## config.mk

```make
export PLATFORM = sky130hd
export DESIGN_NAME = debug_command_unit
export DESIGN_NICKNAME = d
export VERILOG_FILES = /design/src/rtl/debug_command_unit.sv
export SDC_FILE = /design/constraint.sdc
export NUM_CORES = 1
export LEC_CHECK = 0
export CORE_MARGIN = 2
export CORE_UTILIZATION = 44
export CTS_CLUSTER_DIAMETER = 40
export DETAILED_ROUTE_END_ITERATION = 6
export GPL_TIMING_DRIVEN = 1
export PLACE_DENSITY = 0.76
export SLEW_MARGIN = 10
export SYNTH_ARGS = -nofsm -noshare
export SYNTH_HDL_FRONTEND = slang
export SYNTH_SLANG_ARGS = --single-unit
export TNS_END_PERCENT = 5
```

## constraint.sdc

```tcl
create_clock -name clock -period 1.61 [get_ports clock]
set_input_delay 0.322 -clock clock [delete_from_list [all_inputs] [get_ports clock]]
set_output_delay 0.322 -clock clock [all_outputs]
set_load 0.01 [all_outputs]
```

## src/rtl/debug_command_unit.sv

```systemverilog
// debug_command_unit
//
// Command controller for the pipeline debug unit. It pops one command byte at a time
// from the UART RX FIFO and acts on it:
//   'C' (0x43) continuous run until the datapath reports HALT, then state dump
//   'S' (0x53) single-cycle step, then state dump
//   'R' (0x52) datapath reset pulse plus ACK (0x06) reply
//   anything else: NAK (0x15) reply
// A state dump streams DUMP_BYTES bytes read through dump_addr/dump_data to the
// transmitter, one byte per tx_start/tx_done handshake.
//
// Optional feature macro: DBG_RUN_ABORT_EN
//   When defined, a 'B' (0x42) at the RX FIFO head during a continuous run is popped
//   and ends the run as if the datapath had halted. Any other byte stays queued.
//
// Ports
//   clock, reset        system clock, synchronous active-high reset
//   rx_data, rx_empty   RX FIFO head byte and empty flag
//   rx_read             one-cycle FIFO pop pulse
//   tx_data, tx_start   registered byte and one-cycle request to the transmitter
//   tx_done             one-cycle pulse, transmitter finished the current byte
//   pipe_enable         datapath clock enable
//   pipe_reset          one-cycle datapath reset pulse
//   pipe_halted         datapath has retired a HALT instruction
//   dump_addr           dump mux index
//   dump_data           dump mux output for dump_addr
//
// Every output is registered, so each output reflects the decision made at the
// previous clock edge.
module debug_command_unit #(
  parameter int unsigned DUMP_BYTES = 64,
  parameter int unsigned ADDR_W     = 6
) (
  input  logic              clock,
  input  logic              reset,
  input  logic [7:0]        rx_data,
  input  logic              rx_empty,
  output logic              rx_read,
  output logic [7:0]        tx_data,
  output logic              tx_start,
  input  logic              tx_done,
  output logic              pipe_enable,
  output logic              pipe_reset,
  input  logic              pipe_halted,
  output logic [ADDR_W-1:0] dump_addr,
  input  logic [7:0]        dump_data
);

  localparam logic [7:0] CmdRun   = 8'h43;
  localparam logic [7:0] CmdStep  = 8'h53;
  localparam logic [7:0] CmdReset = 8'h52;
`ifdef DBG_RUN_ABORT_EN
  localparam logic [7:0] CmdBreak = 8'h42;
`endif
  localparam logic [7:0] ReplyAck = 8'h06;
  localparam logic [7:0] ReplyNak = 8'h15;

  localparam logic [ADDR_W-1:0] LastAddr = ADDR_W'(DUMP_BYTES - 1);

  typedef enum logic [2:0] {
    StIdle,
    StDecode,
    StRun,
    StStep,
    StDumpLoad,
    StDumpWait,
    StReplyWait
  } state_e;

  state_e            state_q, state_d;
  logic [7:0]        cmd_q, cmd_d;
  logic [7:0]        tx_data_q, tx_data_d;
  logic              rx_read_q, rx_read_d;
  logic              tx_start_q, tx_start_d;
  logic              pipe_enable_q, pipe_enable_d;
  logic              pipe_reset_q, pipe_reset_d;
  logic [ADDR_W-1:0] dump_addr_q, dump_addr_d;

  always_comb begin
    state_d       = state_q;
    cmd_d         = cmd_q;
    tx_data_d     = tx_data_q;
    dump_addr_d   = dump_addr_q;
    rx_read_d     = 1'b0;
    tx_start_d    = 1'b0;
    pipe_enable_d = 1'b0;
    pipe_reset_d  = 1'b0;

    unique case (state_q)
      StIdle: begin
        // The pop pulse and the command capture happen on the same edge.
        if (!rx_empty) begin
          rx_read_d = 1'b1;
          cmd_d     = rx_data;
          state_d   = StDecode;
        end
      end

      StDecode: begin
        case (cmd_q)
          CmdRun: begin
            pipe_enable_d = 1'b1;
            state_d       = StRun;
          end
          CmdStep: begin
            pipe_enable_d = 1'b1;
            state_d       = StStep;
          end
          CmdReset: begin
            pipe_reset_d = 1'b1;
            tx_data_d    = ReplyAck;
            tx_start_d   = 1'b1;
            state_d      = StReplyWait;
          end
          default: begin
            tx_data_d  = ReplyNak;
            tx_start_d = 1'b1;
            state_d    = StReplyWait;
          end
        endcase
      end

      StRun: begin
        // Enable was already high for this cycle; a halt seen here drops it next cycle.
        if (pipe_halted) begin
          state_d = StDumpLoad;
        end
`ifdef DBG_RUN_ABORT_EN
        else if (!rx_empty && (rx_data == CmdBreak)) begin
          rx_read_d = 1'b1;
          state_d   = StDumpLoad;
        end
`endif
        else begin
          pipe_enable_d = 1'b1;
        end
      end

      StStep: begin
        state_d = StDumpLoad;
      end

      StDumpLoad: begin
        tx_data_d  = dump_data;
        tx_start_d = 1'b1;
        state_d    = StDumpWait;
      end

      StDumpWait: begin
        if (tx_done) begin
          if (dump_addr_q == LastAddr) begin
            dump_addr_d = '0;
            state_d     = StIdle;
          end else begin
            dump_addr_d = dump_addr_q + ADDR_W'(1);
            state_d     = StDumpLoad;
          end
        end
      end

      StReplyWait: begin
        if (tx_done) begin
          state_d = StIdle;
        end
      end

      default: begin
        state_d = StIdle;
      end
    endcase
  end

  always_ff @(posedge clock) begin
    if (reset) begin
      state_q       <= StIdle;
      cmd_q         <= 8'h00;
      tx_data_q     <= 8'h00;
      rx_read_q     <= 1'b0;
      tx_start_q    <= 1'b0;
      pipe_enable_q <= 1'b0;
      pipe_reset_q  <= 1'b0;
      dump_addr_q   <= '0;
    end else begin
      state_q       <= state_d;
      cmd_q         <= cmd_d;
      tx_data_q     <= tx_data_d;
      rx_read_q     <= rx_read_d;
      tx_start_q    <= tx_start_d;
      pipe_enable_q <= pipe_enable_d;
      pipe_reset_q  <= pipe_reset_d;
      dump_addr_q   <= dump_addr_d;
    end
  end

  assign rx_read     = rx_read_q;
  assign tx_data     = tx_data_q;
  assign tx_start    = tx_start_q;
  assign pipe_enable = pipe_enable_q;
  assign pipe_reset  = pipe_reset_q;
  assign dump_addr   = dump_addr_q;

endmodule
```

* After elaboration in Yosys (flattened, before gate mapping) *
Cells that the tools add are included.

word-level totals
  flip-flop bits (word level) = 29
  logic and storage cells = 53
  input bits = 21

cells by class
  bitwise operators = 3
  mux-type cells = 17
  add/sub/neg operators = 1
  equality and inequality tests = 15
  reduce and logical (&&, ||, !) cells = 9

operators by type and width
  kind                 count
  $pmux 8 s2           2
  $eq 8x7->1 const B   3
  $pmux 3 s7           1
  $mux 3               5
  $ne 2x2->1 const B   5
  $eq 3x3->1 const B   3
  $add 6x1->6 const B  1
  $eq 3x2->1 const B   2
  $eq 6x6->1 const B   1
  $mux 6               1
  $pmux 3 s2           1
  $reduce_and 2->1     3
  $reduce_or 2->1      3
  $mux 1               5
  $pmux 1 s2           2
  $reduce_and 4->1     1
  $eq 3x1->1 const B   1
  $logic_not 3->1      1
  $not 1->1            3
  $reduce_bool 2->1    1

* Logic depth before layout (Yosys ltp) *
  word-level depth = 4
  mapped depth = 5
  depth with buffers taken out = 5

* Worst setup path after synthesis *
OpenSTA, ideal clock, no wires.

  path kind = flip-flop to flip-flop
  start = reg cmd_q[7]
  end = reg tx_data_q[0], in the netlist tx_data[0]
  setup time = 0.115 ns
  required time = 1.495 ns
  data arrival time = 1.259 ns
  buffers on the path = 0
  cell stages (with the launch flop) = 5
  slack = 0.236 ns
  cell sequence = dfxtp_1 -> nor4b_4 -> nand2_2 -> or3_4 -> and3_1

on the way
  cells in the longest elaborated chain, start to end = 4

RTL lines
  element                                         line  text
  start, declared                                 71    logic [7:0] cmd_q, cmd_d;
  start signal, assigned                          185   cmd_q <= cmd_d;
  $eq 8x7->1                                      100   case (cmd_q)
  $reduce_or 2->1 (no source line)                n/a
  $pmux 8 s2 or $ne 2x2->1 (tied branches)        n/a
  $pmux 8 s2 or $reduce_and 2->1 (tied branches)  n/a
  end signal, assigned                            186   tx_data_q <= tx_data_d;
  end, declared                                   72    logic [7:0] tx_data_q, tx_data_d;

Several ways; a longest one is shown, not always the timed one. The select of a mux whose other input is x is not followed.
A chain may end at the register's enable or synchronous reset.

* Worst setup path after layout *
  start = reg dump_addr_q[3], in the netlist dump_addr[3]
  end = out dump_addr[3]

RTL lines
  element                 line  text
  start, declared         77    logic [ADDR_W-1:0] dump_addr_q, dump_addr_d;
  start signal, assigned  191   dump_addr_q <= dump_addr_d;
  end, declared           45    output logic [ADDR_W-1:0] dump_addr,

No word-level cell between the ends.

==> run_results.csv <==
group,metric,value,unit
status,status,"complete, no violations",
synth,synth_area_leaders,"dfxtp_1 (46%), nor2_1 (8.6%), mux2i_1 (7.1%)",
worst_hold_path,hold_path.class,"flop to flop",
critical_path,slowest_delay,0.54,ns
synth,synthXorXnorAreaFrac,0.04154,
detailed_routing,drtIter0Drc,34,
critical_path,required,1.29,ns
detailed_routing,vias_per_cell,5.278,
cts,cts_tree,"yes",
synth,yosys.area_share.simple,0.2483,
power_and_ir_drop,total_power,2.280,mW
die,die_x,57.62,um
die,core_area,2734,um2
global_routing,grt.overflow.total,0,
power_and_ir_drop,irDropWorstVdd,771.3,uV
synth,ys_ff_latch,29,
critical_path,crit_path_cell_trace,"clkdlybuf4s50_1",
cts,cts.sinks,29,
power_and_ir_drop,power.density,1286,nW/um2
sta,finalHoldViolations,0,
synth,syn_nets,155,
die,start_util,0.4627,
synth,avgSynthCellArea,9.511,um2
synth,synth_fa_ha_area_frac,0.009891,
sta,relSlewSlack,0.6903,
layout,utilization,0.6485,
synth,async_reset_ff_frac,0,
critical_path,critPathBufInv,1,
sta,drv_slew,0,
power_and_ir_drop,power.internal,1.511,mW
detailed_routing,drc,0,
critical_path,worstSetupPathType,"flop to output pin",
sta,worstMarginPinSlew,0.4618,ns
layout,postLayoutCellArea,1773,um2
sta,finalCritPeriodShare,0.9627,
synth,yosysTopAreaCellShare,0.4590,
cts,cts_setup_buffers,0,
critical_path,cp_max_fo,4,
power_and_ir_drop,leakagePower,0.7201,nW
detailed_routing,drtAntennaViolNets,0,
die,die_y,57.62,um
detailed_routing,drt-total-wl,2.837,mm
die,io_pins,39,
cts,clkTransAtPathRegs,0.09,ns
layout,nFillCells,248,
critical_path,cp_slowest_cell,"clkdlybuf4s50_1",
sta,finalSetupViolations,0,
placement,placed_cells,204,
die,num_rows,19,
global_routing,grt_pass1_vias,1119,
detailed_routing,vias,1119,
sta,tns,0,ns
flow_run,drv_cap,0,
placement,io_buffers,38,
synth,yosys.area.top_type,"dfxtp_1",
sta,hold_ws,0.4726,ns
detailed_routing,routedWlPerCell,13.38,um
power_and_ir_drop,pwr-share-comb,0.389,
sta,max_freq,645.2,MHz
synth,synth_edf_count,0,
cts,cts_resized,6,
synth,synth_cell_type_count,38,
synth,synth_top_family_by_area,"simple AND/OR/NAND/NOR gates",
power_and_ir_drop,seqPwrFrac,0.431,
sta,min_period,1.550,ns
cts,cts_buffers,5,
cts,cts_buffer_depth,2,
power_and_ir_drop,power.switching,0.7691,mW
global_routing,track_usage,0.1939,
cts,holdBufCountCts,0,
cts,h-tree-depth,2,
critical_path,cp_top_family,"buffers and inverters",
layout,fin_cells,212,
synth,yosysSeqAreaShare,0.4590,
sta,skew,0.008593,ns
placement,dpl-instance-area,1722,um2
placement,gp_congestion,0.7812,
synth,syn_inst,133,
cts,clk_latency,0.33,ns
layout,antenna_cells,0,
power_and_ir_drop,switching_share,0.3373,
layout,final_nets,202,
power_and_ir_drop,clockPowerShare,0.180,
placement,place_hpwl,2.146,mm
critical_path,cp-end-kind,"output pin",
critical_path,cp.arrival,1.23,ns
global_routing,antenna_found_initial,0,
layout,layout-drive-gt1-share,0.1492,
critical_path,cp-start-kind,"flop",
detailed_routing,dr.pass1.iters,4,
synth,yosys_warnings,0,
layout,area_delta_synth_final,40.16,%
cts,cts-root-buf,"clkbuf_4",
sta,fin_ws,0.06001,ns
synth,synth_area,1265,um2
global_routing,grt_pass1_wl,4.905,mm
synth,synth_compound_area_frac,0.1266,
synth,synthFlopType,"dfxtp_1",
placement,pre_cts_ws,0.01549,ns
sta,rsz0062_at_grt,"false",
synth,synth_mux_area_frac,0.07122,
die,design.die.area,3320,um2
global_routing,grt_max_degree,16,
[final timing paths]
path / startpoint / to / slack [ns] / cells after the start
hold reg to reg: tx_data[2]$_SDFFE_PP0P_ / tx_data[2]$_SDFFE_PP0P_ / 0.47 / 2
setup reg to reg: cmd_q[7]$_SDFFE_PP0P_ / state_q[2]$_SDFFE_PP0P_ / 0.10 / 4
hold / removal: tx_data[2]$_SDFFE_PP0P_ / tx_data[2]$_SDFFE_PP0P_ / 0.47 / 2
setup / recovery: dump_addr[3]$_SDFFE_PP0P_ / dump_addr[3] / 0.06 / 1
[flip-flops by register name (all words and copies together) (netlist names)]
signal,flops
cmd_q,8
dump_addr,6
pipe_enable,1
pipe_reset,1
rx_read,1
state_q,3
tx_data,8
tx_start,1
[cell usage after synthesis (2+ instances only)]
| library cell | count |
|---|---|
| a22oi_1 | 4 |
| nand3_1 | 3 |
| buf_4 | 2 |
| nor3_1 | 4 |
| nand2b_1 | 2 |
| xnor2_1 | 5 |
| inv_1 | 5 |
| buf_2 | 2 |
| nor2b_1 | 2 |
| nor2_1 | 29 |
| dfxtp_1 | 29 |
| nand2_1 | 5 |
| a31oi_1 | 2 |
| clkbuf_1 | 3 |
| a21oi_1 | 3 |
| mux2i_1 | 9 |
| nor3b_4 | 2 |
| o21ai_0 | 2 |
[layout by cell type, fill, tap and decap left out, types with 2 or more instances in the layout]
cell	Yosys	routed
nor3b_4	2	2
a31oi_1	2	2
nor3_1	4	4
clkdlybuf4s50_1	0	32
xnor2_1	5	5
nand2_1	5	5
nand3_1	3	3
o21ai_0	2	2
buf_4	2	9
dfxtp_1	29	27
a22oi_1	4	4
dlymetal6s2s_1	0	2
inv_1	5	5
nor2b_1	2	2
mux2i_1	9	9
clkbuf_4	0	5
a21oi_1	3	3
nand2b_1	2	2
dfxtp_2	0	2
nor2_1	29	29
clkbuf_1	3	3
dlygate4sd2_1	0	4
[cells by family after synthesis]
kind of cell    count (synthesis)
mux                             9
compound gates                 21
flops                          29
fa+ha+maj                       1
simple gates                   55
buf+inv                        12
xor+xnor                        6
[final cells by class]
type / count / area (um2) / share of cell area
Inverter: 5 / 18.77 / 0.01059
Sequential cell: 29 / 583.1 / 0.3289
Timing Repair Buffer: 47 / 447.9 / 0.2526
Multi-Input combinational cell: 92 / 635.6 / 0.3585
Tap cell: 31 / 38.79 / 0.02188
Clock buffer: 8 / 48.80 / 0.02752
[power by group through the flow]
stage	clock [mW]	sequential [mW]	combinational (mW)
2_1_floorplan	0	0.996	0.547
3_3_place_gp	0	0.991	0.868
3_5_place_dp	0	0.999	0.895
4_1_cts	0.427	0.983	0.895
5_1_grt	0.454	0.998	0.975
6_report	0.411	0.983	0.886
[layer usage]
metal  track usage  vias to the layer above  share of wire
li1              -                      558              -
met1        0.2277                      530           0.42
met2        0.3214                       25           0.51
met3       0.06696                        6          0.054
met4       0.08306                        0          0.017
met5             0                        -              0
No activity file was read; power rests on OpenSTA's default activity.
